## config.mk

```make
export PLATFORM = sky130hd
export DESIGN_NAME = sdckgen_wide
export DESIGN_NICKNAME = d
export VERILOG_FILES = /design/src/rtl/sdckgen_wide.sv
export SDC_FILE = /design/constraint.sdc
export NUM_CORES = 1
export LEC_CHECK = 0
export ABC_AREA = 1
export BUFFER_PORTS_ARGS = -buffer_cell sky130_fd_sc_hd__buf_2
export CORE_ASPECT_RATIO = 0.6
export CORE_MARGIN = 5
export CORE_UTILIZATION = 50
export CTS_BUF_LIST = sky130_fd_sc_hd__clkbuf_8
export CTS_CLUSTER_DIAMETER = 150
export CTS_CLUSTER_SIZE = 16
export DETAILED_ROUTE_END_ITERATION = 7
export HOLD_SLACK_MARGIN = 0.12
export PLACE_DENSITY = 0.76
export SLEW_MARGIN = 10
export SYNTH_ARGS = -nofsm -noshare
export SYNTH_HDL_FRONTEND = slang
export SYNTH_SLANG_ARGS = --single-unit
export TNS_END_PERCENT = 1
```

## constraint.sdc

```tcl
create_clock -name i_clk -period 10.15 [get_ports i_clk]
set_input_delay 1.015 -clock i_clk [delete_from_list [all_inputs] [get_ports i_clk]]
set_output_delay 1.015 -clock i_clk [all_outputs]
set_load 0.01 [all_outputs]
```

## src/rtl/sdckgen_wide.sv

```systemverilog
// SD/SDIO card-clock generator: NCK sub-samples per i_clk, config applied only at period ends.
// Define SDCKGEN_CKCOUNT_EN to build the saturating rising-edge counter on o_ckcount.
module sdckgen_wide #(
  parameter int unsigned NCK   = 8,
  parameter int unsigned LGDIV = 8
) (
  input  logic             i_clk,
  input  logic             i_reset_n,
  input  logic [LGDIV-1:0] i_cfg_ckspd,
  input  logic             i_cfg_clk90,
  input  logic             i_cfg_shutdown,
  output logic             o_ckstb,
  output logic             o_hlfck,
  output logic [NCK-1:0]   o_ckwide,
  output logic             o_stopped,
  output logic [LGDIV-1:0] o_ckspd,
  output logic [31:0]      o_ckcount
);
  localparam int unsigned HALF = NCK / 2;

  // Levels of a period no longer than one word, repeated across the word (MSB earliest).
  function automatic logic [NCK-1:0] mk_pat(input int unsigned per, input logic shift);
    logic [NCK-1:0] pat;
    int unsigned    ph;
    pat = '0;
    for (int unsigned i = 0; i < NCK; i++) begin
      ph     = (NCK - 1 - i) % per;
      pat[i] = shift ? ((ph >= per / 4) && (ph < 3 * per / 4)) : (ph < per / 2);
    end
    return pat;
  endfunction

  localparam logic [NCK-1:0] PAT0    = mk_pat(NCK / 2, 1'b0);
  localparam logic [NCK-1:0] PAT0_90 = mk_pat(NCK / 2, 1'b1);
  localparam logic [NCK-1:0] PAT1    = mk_pat(NCK, 1'b0);
  localparam logic [NCK-1:0] PAT1_90 = mk_pat(NCK, 1'b1);

  // ST_GAP is the all-zero cycle before a (re)start or a clk90 change.
  typedef enum logic [1:0] {ST_STOPPED, ST_GAP, ST_RUN} state_t;

  state_t           state_q, state_d;
  logic [LGDIV-1:0] spd_q, spd_d, pspd_q, pspd_d, cnt_q, cnt_d;
  logic             c90_q, c90_d, pc90_q, pc90_d, phase_q, phase_d;
  logic             c90_in, last_cnt, period_end;
  logic [LGDIV-1:0] half_m1;
  logic [NCK-1:0]   ckwide_d;
  logic             ckstb_d, hlfck_d, stopped_d;
  logic [LGDIV-1:0] h_d, s_hi, s_lo;
  logic             lvl_hi, lvl_lo;

  assign o_ckspd = spd_q;

  always_ff @(posedge i_clk or negedge i_reset_n) begin
    if (!i_reset_n) begin
      state_q   <= ST_STOPPED;
      spd_q     <= '0;
      c90_q     <= 1'b0;
      pspd_q    <= '0;
      pc90_q    <= 1'b0;
      phase_q   <= 1'b0;
      cnt_q     <= '0;
      o_ckwide  <= '0;
      o_ckstb   <= 1'b0;
      o_hlfck   <= 1'b0;
      o_stopped <= 1'b1;
    end else begin
      state_q   <= state_d;
      spd_q     <= spd_d;
      c90_q     <= c90_d;
      pspd_q    <= pspd_d;
      pc90_q    <= pc90_d;
      phase_q   <= phase_d;
      cnt_q     <= cnt_d;
      o_ckwide  <= ckwide_d;
      o_ckstb   <= ckstb_d;
      o_hlfck   <= hlfck_d;
      o_stopped <= stopped_d;
    end
  end

  // Period sequencing: phase_q selects high/low half, cnt_q counts cycles within the half.
  always_comb begin
    state_d    = state_q;
    spd_d      = spd_q;
    c90_d      = c90_q;
    pspd_d     = pspd_q;
    pc90_d     = pc90_q;
    phase_d    = phase_q;
    cnt_d      = cnt_q;
    c90_in     = i_cfg_clk90 & ~((i_cfg_ckspd == '0) && (NCK < 8));
    half_m1    = spd_q - LGDIV'(2);
    last_cnt   = (cnt_q == half_m1);
    period_end = (spd_q < LGDIV'(2)) || (phase_q && last_cnt);
    unique case (state_q)
      ST_STOPPED: begin
        pspd_d = i_cfg_ckspd;
        pc90_d = c90_in;
        if (!i_cfg_shutdown) state_d = ST_GAP;
      end
      ST_GAP: begin
        state_d = ST_RUN;
        spd_d   = pspd_q;
        c90_d   = pc90_q;
        phase_d = 1'b0;
        cnt_d   = '0;
      end
      ST_RUN: begin
        if (period_end) begin
          if (i_cfg_shutdown) begin
            state_d = ST_STOPPED;
          end else if (c90_in != c90_q) begin
            state_d = ST_GAP;
            pspd_d  = i_cfg_ckspd;
            pc90_d  = c90_in;
          end else begin
            spd_d   = i_cfg_ckspd;
            c90_d   = c90_in;
            phase_d = 1'b0;
            cnt_d   = '0;
          end
        end else if (last_cnt) begin
          phase_d = 1'b1;
          cnt_d   = '0;
        end else begin
          cnt_d = cnt_q + LGDIV'(1);
        end
      end
      default: state_d = ST_STOPPED;
    endcase
  end

  // Word for the next cycle; a quarter shift splits each word into two half-word windows.
  always_comb begin
    ckwide_d  = '0;
    ckstb_d   = 1'b0;
    hlfck_d   = 1'b0;
    stopped_d = (state_d == ST_STOPPED);
    h_d       = spd_d - LGDIV'(1);
    s_hi      = c90_d ? (h_d >> 1) + LGDIV'(h_d[0]) : '0;
    s_lo      = c90_d ? (h_d >> 1) : '0;
    lvl_hi    = phase_d ? (cnt_d < s_hi) : (cnt_d >= s_hi);
    lvl_lo    = phase_d ? (cnt_d < s_lo) : (cnt_d >= s_lo);
    if (state_d == ST_RUN) begin
      if (spd_d < LGDIV'(2)) begin
        if (spd_d == '0) ckwide_d = c90_d ? PAT0_90 : PAT0;
        else             ckwide_d = c90_d ? PAT1_90 : PAT1;
        ckstb_d = 1'b1;
        hlfck_d = 1'b1;
      end else begin
        ckwide_d = {{HALF{lvl_hi}}, {HALF{lvl_lo}}};
        ckstb_d  = ~phase_d && (cnt_d == '0);
        hlfck_d  = phase_d && (cnt_d == '0);
      end
    end
  end

`ifdef SDCKGEN_CKCOUNT_EN
  localparam int unsigned EW = $clog2(NCK + 1);
  logic [NCK-1:0] rise;
  logic [EW-1:0]  n_rise;
  logic [32:0]    sum;
  logic [31:0]    count_d;

  // Rising edges include the step from the previous word's last sub-sample.
  always_comb begin
    rise   = ckwide_d & ~{o_ckwide[0], ckwide_d[NCK-1:1]};
    n_rise = '0;
    for (int unsigned i = 0; i < NCK; i++) n_rise = n_rise + EW'(rise[i]);
    sum     = {1'b0, o_ckcount} + 33'(n_rise);
    count_d = sum[32] ? '1 : sum[31:0];
  end

  always_ff @(posedge i_clk or negedge i_reset_n) begin
    if (!i_reset_n) o_ckcount <= '0;
    else            o_ckcount <= count_d;
  end
`else
  assign o_ckcount = '0;
`endif

endmodule

```

Word-level counts from Yosys, hierarchy flattened
Index checks and enable logic that the tools add are counted.

storage, ports and cells
  bits in read-only memories = 0
  latch bits = 0
  register bits after elaboration = 40
  word-level logic and storage cells = 84
  memories = 0
  bits of input ports = 12
  output and inout bits = 51
  RAM bits = 0

operators by class
  $lt $le $gt $ge = 6
  div/mod/pow operators = 0
  eq/ne operators = 8
  $add $sub $neg = 4
  shift-type cells = 0
  multiplexer cells = 44
  bitwise operators = 1
  reduce and logical (&&, ||, !) cells = 10
  multipliers = 0

operator list
  kind                                                                   number
  8-bit two-way mux                                                      16
  8-bit case mux with 2 select lines                                     3
  8-bit logical NOT                                                      2
  8-bit by 2-bit < comparator with 1-bit output, second input constant   2
  1-bit two-way mux                                                      16
  7-bit by 1-bit adder with 8-bit output                                 1
  8-bit by 1-bit adder with 8-bit output, second input constant          1
  8-bit equality test                                                    1
  8-bit by 7-bit >= comparator with 1-bit output                         1
  8-bit >= comparator                                                    1
  8-bit by 7-bit < comparator with 1-bit output                          1
  8-bit < comparator                                                     1
  2-bit two-way mux                                                      4
  8-bit by 1-bit subtractor with 8-bit output, second input constant     1
  8-bit by 2-bit subtractor with 8-bit output, second input constant     1
  7-bit two-way mux                                                      1
  2-bit inequality test, second input constant                           3
  1-bit case mux with 2 select lines                                     3
  2-bit case mux with 3 select lines                                     1
  2-bit equality test, second input constant                             2
  2-bit logical NOT                                                      2
  4-bit AND reduction                                                    1
  1-bit logical AND                                                      3
  2-bit by 1-bit equality test with 1-bit output, second input constant  1
  other kinds (4)                                                        4

Logic depth before layout (Yosys ltp)
  word-level depth = 13
  mapped depth = 40
  gate-level depth less buffers = 39

Least setup slack after synthesis
No wires, ideal clock.

  path type = input -> register
  from = input i_cfg_clk90
  to = register o_ckwide[4]
  setup time = 77 ps
  required time = 10073 ps
  stages = 33
  data arrival time = 4196 ps
  slack = 5876 ps
  path buffers = 1
  path through = or2_2 -> and2_1 -> buf_2 -> o21ai_0 -> nand2_1 -> o21ai_0 -> nand2_1 -> nand2_1 -> nand2_1 -> nand2_1 -> nand2_2 -> ha_1 -> nand3_1 -> nand2_1 -> inv_1 -> ha_1 -> nand3_1 -> nor2_1 -> nand3_1 -> nand2_1 -> nand2_1 -> ha_1 -> nand2_1 -> inv_1 -> nand3_1 -> a21oi_1 -> inv_1 -> o211a_1 -> o211ai_1 -> o21ai_0 -> nand2_1 -> nand2_2 -> a21oi_1

between the ends
  cells in the longest elaborated chain, start to end = 12
  elaborated cells on any way between the ends = 33
  classes of those cells = 2 x add/sub; 3 x order compare; 2 x eq/ne; 25 x mux; 1 x reduce/logical

ends and longest elaborated chain
  item                                                       RTL line  RTL
  start: declaration                                         10        input logic i_cfg_clk90,
  1-bit inequality test                                      111       end else if (c90_in != c90_q) begin
  8-bit two-way mux                                          111
  8-bit two-way mux                                          109       if (i_cfg_shutdown) begin
  8-bit two-way mux                                          108       if (period_end) begin
  8-bit case mux with 2 select lines                         94        unique case (state_q)
  8-bit by 1-bit subtractor with 8-bit output                138       h_d = spd_d - LGDIV'(1);
  7-bit by 1-bit adder with 8-bit output                     139       s_hi = c90_d ? (h_d >> 1) + LGDIV'(h_d[0]) : '0;
  8-bit two-way mux                                          139
  8-bit >= comparator or 8-bit < comparator (tied branches)  141       lvl_hi = phase_d ? (cnt_d < s_hi) : (cnt_d >= s_hi);
  1-bit two-way mux                                          141
  8-bit two-way mux                                          144       if (spd_d < LGDIV'(2)) begin
  8-bit two-way mux *                                        143       if (state_d == ST_RUN) begin
  via ckwide_d[4]                                            46        logic [NCK-1:0] ckwide_d;
  end signal: assignment                                     74        o_ckwide <= ckwide_d;
  end: declaration                                           14        output logic [NCK-1:0] o_ckwide,

The timed path passes the listed nets; every way through them passes the cells marked *.
A chain may end at the register's enable or synchronous reset.

Worst setup path after layout
  from = register spd_q[2], in the netlist o_ckspd[2]
  to = register o_ckwide[7]

between the ends
  cells in the longest elaborated chain, start to end = 13
  elaborated cells on any way between the ends = 33
  classes of those cells = 3 x add/sub; 4 x order compare; 2 x eq/ne; 21 x mux; 3 x reduce/logical

ends and longest elaborated chain
  item                                                       RTL line  RTL
  start: declaration                                         42        logic [LGDIV-1:0] spd_q, spd_d, pspd_q, pspd_d, cnt_q, cnt_d;
  start signal: assignment                                   68        spd_q <= spd_d;
  8-bit by 2-bit subtractor with 8-bit output                91        half_m1 = spd_q - LGDIV'(2);
  8-bit equality test                                        92        last_cnt = (cnt_q == half_m1);
  1-bit logical AND                                          93        period_end = (spd_q < LGDIV'(2)) || (phase_q && last_cnt);
  1-bit logical OR                                           93
  8-bit two-way mux                                          108
  8-bit case mux with 2 select lines                         94
  8-bit by 1-bit subtractor with 8-bit output                138
  7-bit by 1-bit adder with 8-bit output                     139
  8-bit two-way mux                                          139
  8-bit >= comparator or 8-bit < comparator (tied branches)  141
  1-bit two-way mux                                          141
  8-bit two-way mux                                          144
  8-bit two-way mux *                                        143
  via ckwide_d[7]                                            46

Marks and branches as above.

==> summary.txt <==
Pwr
  • Power Dens Cells: 386.8 nW/um^2
  • Worst VDD drop: 0.2400 mV
  • Leak Pwr: 2.282 nW

Worst setup path
  • Critical path endpoint category: register
  • R2R Setup Slk: 5410 ps
  • Slowest stage delay, CP: 510 ps
  • Worst EP arrival: 4970 ps
  • Crit path buf inv count: 4
  • Most common cell on crit path: nand2_1
  • WS Path Type: register to register
  • Reg2reg end: o_ckwide[7]
  • Critical-path top delay cell: dfrtp_1
  • Startpoint types: register
  • Worst R2R Start: o_ckspd[2]
  • Crit path max-delay family: simple AND/OR/NAND/NOR gates
  • Worst-path fanout max: 12
  • Reg2Reg Depth: 35
  • Worst path required time: 10390 ps

Final layout
  • Final nets: 621
  • Fillers: 714
  • Layout cells sized above 1: 12.74%
  • Non-filler instance count after layout: 685
  • N_diodes: 0
  • Area grow syn2layout: 5.720%

Timing
  • Period minus WS final: 4736 ps
  • Final period util: 46.66%
  • Relative slew slack: 33.82%
  • Least-Margin Pin Slew: 992.6 ps
  • Unrepaired setup endpoints after global routing: false
  • Setup TNS: 0 ps
  • Final hold slack: 498.1 ps
  • Max-slew violation count: 0
  • Worst Clk Skew: 7.456 ps
  • Final Hold Fails: 0
  • Achievable Freq: 0.2112 GHz
  • Setup violators final: 0

Detailed routing
  • Total Wirelength: 9709 um
  • DRC errors left: 0
  • DRT Pass-1 Iters: 5
  • DR vias: 3559
  • Initial DRC Count: 412
  • WL/cell: 14.17 um
  • Via-to-Cell Ratio: 5.196
  • DRT antenna net count: 0

Floorplan
  • Die width: 121.3 um
  • Initial core utilization: 51.38%
  • Row cnt: 24
  • Die ar.: 9319 um^2
  • Die Y: 76.80 um
  • IO Pins: 63
  • Core area: 7237 um^2

Placed design
  • DP Cell Count: 678
  • DP HPWL: 7731 um
  • RePlAce Congestion: 1.006
  • Number of port buffers: 30

Yosys
  • Post-Synthesis Cells: 558
  • Largest family of logic cells by synthesized area: simple AND/OR/NAND/NOR gates
  • Synth area leaders: dfrtp_1, nand2_1, ha_1
  • YS warnings: 0
  • Syn avg cell area: 6.664 um^2
  • Mapped Area: 3719 um^2
  • Ys async rst share: 100.0%
  • Synthesized flop and latch total: 40
  • Dominant cell by count in the synthesized netlist: nand2_1
  • Commonest cells post-synth: nand2_1, inv_1, nor2_1, dfrtp_1, nand3_1
  • Top cell type's share of synthesized area: 26.24%
  • EDFF count, synth: 0
  • Mux cell area share after synthesis: 0.6057%
  • Register area share after synthesis: 26.95%
  • Synth Area in Compound Gates: 11.14%
  • Synth cell types: 43
  • Cell taking the most area after synthesis: dfrtp_1
  • Ys flop type: dfrtp_1
  • Synth Area in Simple Gates: 33.34%
  • Fraction of the mapped netlist area in adder cells: 9.421%
  • XOR/XNOR share of the synthesized area: 1.649%

Hold path
  • Worst Hold Depth: 2
  • Worst Hold End: pspd_q[3]
  • Hold Crit Start: pspd_q[3]
  • Worst hold path class: register to register

Clock network
  • Post_cts resized: 0
  • Clock root cell: clkbuf_8
  • Clock-pin slew on the worst setup and hold paths: 80 ps
  • CTS tree: built
  • Post-CTS Setup Inserts: 0
  • Clock Sinks: 40
  • Count of hold-fix buffers inserted at cts: 0
  • Max Buffers Root-to-Sink: 2
  • Total CTS buffers: 5
  • Htree depth: 2
  • Worst-Skew Late Latency: 310 ps

Global route
  • All-layer global routing usage: 21.27%
  • Largest net degree at the start of global routing: 41
  • Grt met3 use: 4.706%
  • First-pass GRT wire length: 16110 um
  • Grt total ovfl: 0
  • Met1 Use GR: 32.44%
  • Initial antenna violation count: 0
  • Gr busiest metal: met1
  • Vias in the first global route: 3243
  • GR Layer Usage met2: 30.36%

Run status
  • Status: finished clean

Flow run
  • Number of max-cap violations: 0
[sequential cells by signal, indices dropped and copies added, names as in the netlist, 2 cells and up]
signal	count
cnt_q	8
o_ckspd	8
o_ckwide	8
pspd_q	8
state_q	2
[routing by layer]
metal | wire, um | vias to the layer above
li1 | - | 1746
met1 | 4632 | 1647
met2 | 4072 | 158
met3 | 933 | 8
met4 | 70 | 0
met5 | 0 | -
[cell families after synthesis]
kind of cell	after synthesis
AND/OR/NAND/NOR	277
buffers and inverters	128
AO/OA/AOI/OAI	75
flip-flops	40
adder cells (fa/ha/maj)	28
XOR/XNOR	7
multiplexers	2
other	1
[cells in the final DEF, fill, tap and decap left out, drive strengths merged]
| cell type | netlist | routed |
|---|---|---|
| nand2 | 161 | 161 |
| inv | 82 | 82 |
| nor2 | 60 | 60 |
| nand3 | 41 | 41 |
| dfrtp | 39 | 39 |
| o21ai | 35 | 35 |
| conb | 1 | 32 |
| buf | 38 | 30 |
| a21oi | 30 | 30 |
| ha | 28 | 28 |
| nand4 | 7 | 7 |
| clkbuf | 7 | 5 |
| xor2 | 4 | 4 |
| xnor2 | 3 | 3 |
| or2 | 3 | 3 |
| nand3b | 2 | 2 |
| a31oi | 2 | 2 |
| a22oi | 2 | 2 |
| o211ai | 2 | 2 |
| mux2 | 2 | 2 |
| bufinv | 0 | 2 |
| clkinv | 1 | 1 |
| and2 | 1 | 1 |
| a32oi | 1 | 1 |
| o21bai | 1 | 1 |
| o211a | 1 | 1 |
| o2111ai | 1 | 1 |
| nor3 | 1 | 1 |
| nor4 | 1 | 1 |
| dfstp | 1 | 1 |
[worst max path at each step]
stage,start,endpoint,slack [ps],depth (start not counted)
final,o_ckspd[2],o_ckwide[7],5410,35
after global routing,o_ckspd[2],o_ckwide[7],4990,37
after CTS,o_ckspd[2],o_ckwide[7],5510,35
after detailed placement,i_cfg_clk90,o_ckwide[7],5370,35
after global placement,i_cfg_clk90,o_ckwide[6],5580,33
after floorplan,i_cfg_clk90,o_ckwide[4],5880,33
[worst register-to-register path, delay by kind of cell (launching register included)]
kind | cells | cell delay [ps]
DFF | 1 | 510
and+or+nand+nor | 21 | 2000
adders and majority gates | 4 | 1070
AOI/OAI and AO/OA | 5 | 560
buffers and inverters | 4 | 390
xor gates and xnor gates | 1 | 120
[where the power goes]
part	internal (mW)	switching (mW)	total, mW
Combinational	0.355	0.722	1.08
Clock	0.0969	0.0612	0.158
Sequential	0.221	0.0640	0.285
[metrics by stage]
step / util, % / setup WS, ps / power (mW) / instance area, um^2
2_1_floorplan: - / 5876 / 1.110 / 3835
3_3_place_gp: 52.54 / 5580 / 1.305 / 3802
3_5_place_dp: 52.54 / 5368 / 1.336 / 3802
4_1_cts: 54.32 / 5512 / 1.501 / 3931
5_1_grt: 54.32 / 4987 / 1.693 / 3931
6_report: 54.32 / 5414 / 1.521 / 3931
[cell type report]
class                           instances  area, um^2  area share [%]
Timing Repair Buffer                   30       150.1           3.819
Sequential cell                        40        1002           25.49
Multi-Input combinational cell        421        2208           56.17
Inverter                               83       311.5           7.925
Clock inverter                          2       60.06           1.528
Tap cell                              104       130.1           3.310
Clock buffer                            5       68.82           1.750
No activity file was read; power rests on OpenSTA's default activity.
